<file path="src/rtl/memory_arbiter.sv">
// Unified RAM port arbiter: data-first with a fetch turn, one access at a time.
// Registered RAM strobes, combinational completion path, sticky timeout flag.
module memory_arbiter #(
  parameter int ADDR_W  = 32,
  parameter int DATA_W  = 32,
  parameter int TIMEOUT = 16
) (
  input  logic              CLK,
  input  logic              RST,
  input  logic              iREN,
  input  logic [ADDR_W-1:0] iaddr,
  output logic [DATA_W-1:0] iload,
  output logic              iwait,
  input  logic              dREN,
  input  logic              dWEN,
  input  logic [ADDR_W-1:0] daddr,
  input  logic [DATA_W-1:0] dstore,
  output logic [DATA_W-1:0] dload,
  output logic              dwait,
  output logic              ramREN,
  output logic              ramWEN,
  output logic [ADDR_W-1:0] ramaddr,
  output logic [DATA_W-1:0] ramstore,
  input  logic [DATA_W-1:0] ramload,
  input  logic              ramready,
  output logic              arb_err
);

  localparam int CW = $clog2(TIMEOUT) + 1;
  localparam logic [CW-1:0] LAST = CW'(TIMEOUT - 1);

  typedef enum logic [1:0] {
    IDLE = 2'd0,
    IGNT = 2'd1,
    DGNT = 2'd2
  } state_t;

  state_t            state;
  state_t            nxt;
  logic              turn;
  logic [CW-1:0]     cnt;
  logic [ADDR_W-1:0] lat_addr;
  logic [DATA_W-1:0] lat_data;
  logic              lat_we;

  logic d_req;
  logic pick_d;
  logic pick_i;
  logic in_gnt;
  logic done;
  logic expire;
  logic op_we;

  // turn=1 means fetch has priority on the next contested decision
  assign d_req  = dREN | dWEN;
  assign pick_d = d_req & (~turn | ~iREN);
  assign pick_i = ~pick_d & iREN;
  assign in_gnt = (state != IDLE);
  assign done   = in_gnt & ramready;
  assign expire = in_gnt & ~ramready & (cnt == LAST);

  assign ramaddr  = lat_addr;
  assign ramstore = lat_data;

  always_ff @(posedge CLK or posedge RST) begin
    if (RST) begin
      state <= IDLE;
    end else begin
      state <= nxt;
    end
  end

  always_comb begin
    nxt   = state;
    op_we = lat_we;
    unique case (state)
      IDLE: begin
        op_we = pick_d & dWEN;
        if (pick_d) begin
          nxt = DGNT;
        end else if (pick_i) begin
          nxt = IGNT;
        end
      end
      IGNT, DGNT: begin
        if (done | expire) begin
          nxt = IDLE;
        end
      end
      default: nxt = IDLE;
    endcase
  end

  always_comb begin
    iwait = iREN & ~((state == IGNT) & ramready);
    dwait = d_req & ~((state == DGNT) & ramready);
    iload = '0;
    dload = '0;
    if ((state == IGNT) & ramready & iREN) begin
      iload = ramload;
    end
    if ((state == DGNT) & ramready & dREN & ~lat_we) begin
      dload = ramload;
    end
  end

  always_ff @(posedge CLK or posedge RST) begin
    if (RST) begin
      turn     <= 1'b0;
      cnt      <= '0;
      arb_err  <= 1'b0;
      lat_addr <= '0;
      lat_data <= '0;
      lat_we   <= 1'b0;
      ramREN   <= 1'b0;
      ramWEN   <= 1'b0;
    end else begin
      cnt    <= in_gnt ? cnt + 1'b1 : '0;
      ramREN <= (nxt == IGNT) | ((nxt == DGNT) & ~op_we);
      ramWEN <= (nxt == DGNT) & op_we;
      if (expire) begin
        arb_err <= 1'b1;
      end
      if (done) begin
        turn <= (state == DGNT);
      end
      // request fields are captured once; later changes never reach RAM
      if ((state == IDLE) & (pick_d | pick_i)) begin
        lat_addr <= pick_d ? daddr : iaddr;
        lat_data <= pick_d ? dstore : '0;
        lat_we   <= op_we;
      end
    end
  end

endmodule

</file>
<file path="config.mk">
export PLATFORM = sky130hd
export DESIGN_NAME = memory_arbiter
export DESIGN_NICKNAME = d
export VERILOG_FILES = /design/src/rtl/memory_arbiter.sv
export SDC_FILE = /design/constraint.sdc
export NUM_CORES = 1
export LEC_CHECK = 0
export ABC_CLOCK_PERIOD_IN_PS = 3550
export CORE_MARGIN = 1
export CORE_UTILIZATION = 33
export CTS_BUF_LIST = sky130_fd_sc_hd__clkbuf_2 sky130_fd_sc_hd__clkbuf_4 sky130_fd_sc_hd__clkbuf_8
export CTS_CLUSTER_DIAMETER = 60
export DETAILED_ROUTE_END_ITERATION = 7
export DONT_BUFFER_PORTS = 1
export PLACE_DENSITY = 0.45
export SYNTH_ARGS = -nofsm -noshare
export SYNTH_HDL_FRONTEND = slang
export SYNTH_SLANG_ARGS = --single-unit
</file>
<file path="constraint.sdc">
create_clock -name CLK -period 3.55 [get_ports CLK]
set_input_delay 0.355 -clock CLK [delete_from_list [all_inputs] [get_ports CLK]]
set_output_delay 0.355 -clock CLK [all_outputs]
set_load 0.02 [all_outputs]
</file>
==> results.tsv <==
metric	value	unit
run status	completed	
I/O Pins	267	
vias in the first global route	2668	
Wirelength per Cell	17.9	um
RSZ-0062 raised after global routing	false	
Pint	2.11	mW
total number of vias	2835	
final setup violation count	0	
clk buf depth	2	
FF-to-FF Start	state[0]	
largest cells by area after synthesis	dfrtp_1, and2_1, nand2_1	
Least-Margin Pin Slew	0.992	ns
ANT nets after route	0	
Final nets	538	
crit path max fanout	32	
Remaining DRCs	0	
Max Freq	396	MHz
largest net degree at the start of global routing	77	
share of cells above drive strength 1	7.46	%
async set or reset register ratio after synthesis	100	%
PD cells	914	mW/mm^2
CP Launch Type	flip-flop	
Hold Buf Count CTS	0	
P&R area growth vs syn	7.41	%
TNS Setup	0	ns
Sw Share	44.7	%
final hold violation count	0	
GRT Overall Usage	16.1	%
number of buffers created by CTS	9	
post-route minimum period	2.52	ns
Via density	5.18	
CTS root buf	clkbuf_8	
critical path type	reg2out	
combinational cell fraction of total power	27.5	%
area leader, netlist	dfrtp_1	
Yosys top cell area share	49.0	%
fin util	36.4	%
antenna violations before repair	1	
full die area	0.0122	mm^2
DR iter-0 viols	109	
Synth Register Bits	76	
H-tree Lvls	3	
FF+latch area	0.00190	mm^2
CTS Sinks	76	
core area	0.0115	mm^2
Worst-path clk slew	0.08	ns
Clock Power Share	21.2	%
Seq pwr share	51.3	%
DPL Wire Length	7310	um
register area share after synthesis	49.0	%
post-cts resize count	0	
Final period util	71.1	%
most frequent cell after synthesis	nand2_1	
clk_skew	0.00924	ns
Slew headroom	33.9	%
Net Sw Power	1.70	mW
max-cap viol count	0	
Starting Density	33.9	%
drt total wl	9770	um
first-pass GRT wire length	15000	um
max-slew violations	0	
GRT overflow	0	
Unique masters post-synth	35	
HP Class	in2async	
fill count	1193	
number of synthesized flops with an enable pin	0	
Die Span Y	111	um
Worst EP arrival	2.17	ns
synthesized area per cell	9.50	um^2
syn nets	549	
Post-synth top cells	nand2_1, dfrtp_1, and2_1	
Worst setup startpoint	state[0]	
DIE WIDTH	111	um
DR pass1 iterations	4	
final instance area	0.00417	mm^2
worst path required time	3.19	ns
FP Rows	39	
Peak VDD IR	0.000348	V
top_reg_cell synth	dfrtp_1	
port bufs	0	
Mapped Cells	409	
cell area after synthesis	0.00388	mm^2
Crit. End Element	primary output	
CTS tree	done	
setup bufs post-CTS	0	
synth warn	0	
Fin Hold WS	0.0751	ns
P_leak	1.99	nW
Worst-Skew Late Latency	0.35	ns
Placed Instance Area	0.00393	mm^2
multi-input logic area	0.00177	mm^2
Final GP Congestion	0.782	
[path summary, 6_finish.rpt]
path	to	slack (ns)	depth (start not counted)
setup / recovery	dload[25]	1.03	4
hold / removal	ramstore[1]	0.08	1
setup reg to reg	ramWEN	1.50	5
hold reg to reg	cnt[0]	0.47	1
max in group asynchronous	ramaddr[13]	2.63	2
min in group CLK	ramstore[15]	0.13	2
[power groups by stage]
stage	combinational, mW	sequential [mW]	clock (mW)
final	1.05	1.95	0.809
after global routing	1.21	2.00	0.883
after CTS	1.07	1.97	0.841
after detailed placement	1.07	1.98	0
after global placement	1.04	1.99	0
after floorplan	0.990	1.86	0
[per-layer routing]
layer / wire, um / GRT usage (%) / vias to the layer above
met3: 690 / 4.94 / 17
met5: 0 / 0 / -
li1: - / - / 1326
met2: 5150 / 28.1 / 162
met4: 314 / 8.98 / 0
met1: 3620 / 17.3 / 1330
[critical path, cell delays in order, from the launching register on]
cell and delay, ns:
dfrtp_1 0.44, inv_1 0.11, ha_1 0.20, and4b_1 0.72, and2_1 0.36
[logic make-up (layout without fill, tap and decap cells)]
group,after synthesis,in the layout,synth area share [%]
flops,76,76,49.0
xor+xnor,2,2,0.451
simple gates,180,180,22.2
other cells,0,2,0
compound gates,79,79,11.9
mux,33,33,8.53
fa+ha+maj,6,6,1.93
buf+inv,33,26,6.09
[metrics by stage]
step	cells	worst slack, ns	power (mW)
2_1_floorplan	409	1.26	2.85
3_3_place_gp	530	1.50	3.03
3_5_place_dp	530	1.41	3.05
4_1_cts	545	0.999	3.88
5_1_grt	547	0.852	4.10
6_report	547	1.03	3.81
[final cells by class]
cell class / count / share of cell area (%)
multi-input cells: 300 / 42.3
diodes: 2 / 0.120
clock buffers: 11 / 3.48
flip-flops and latches: 76 / 45.6
inverters: 5 / 0.480
clock inverters: 4 / 2.34
well taps: 143 / 4.29
repair buffers: 6 / 1.38
[flip-flops by register name (all words and copies together), names as in the netlist]
| register | cells |
|---|---|
| ramWEN | 1 |
| arb_err | 1 |
| ramaddr | 32 |
| ramstore | 32 |
| ramREN | 1 |
| turn | 1 |
| state | 2 |
| lat_we | 1 |
| cnt | 5 |
[layout by cell type, fill, tap and decap left out, types with 2 or more instances in the layout]
cell | synthesis | routed
nand2_1 | 98 | 98
dfrtp_1 | 76 | 76
and2_1 | 64 | 64
o21ai_0 | 36 | 36
mux2i_1 | 32 | 32
o21ai_1 | 24 | 24
clkbuf_8 | 0 | 10
nor2_1 | 9 | 9
ha_1 | 6 | 6
o21ai_2 | 5 | 5
buf_4 | 3 | 5
inv_1 | 5 | 4
nor2b_1 | 3 | 3
a21oi_1 | 3 | 3
bufinv_16 | 0 | 3
diode_2 | 0 | 2
and3_1 | 2 | 2
a21o_1 | 2 | 2
a32oi_1 | 2 | 2
a32o_1 | 2 | 2
(Power assumes the default switching activity.)
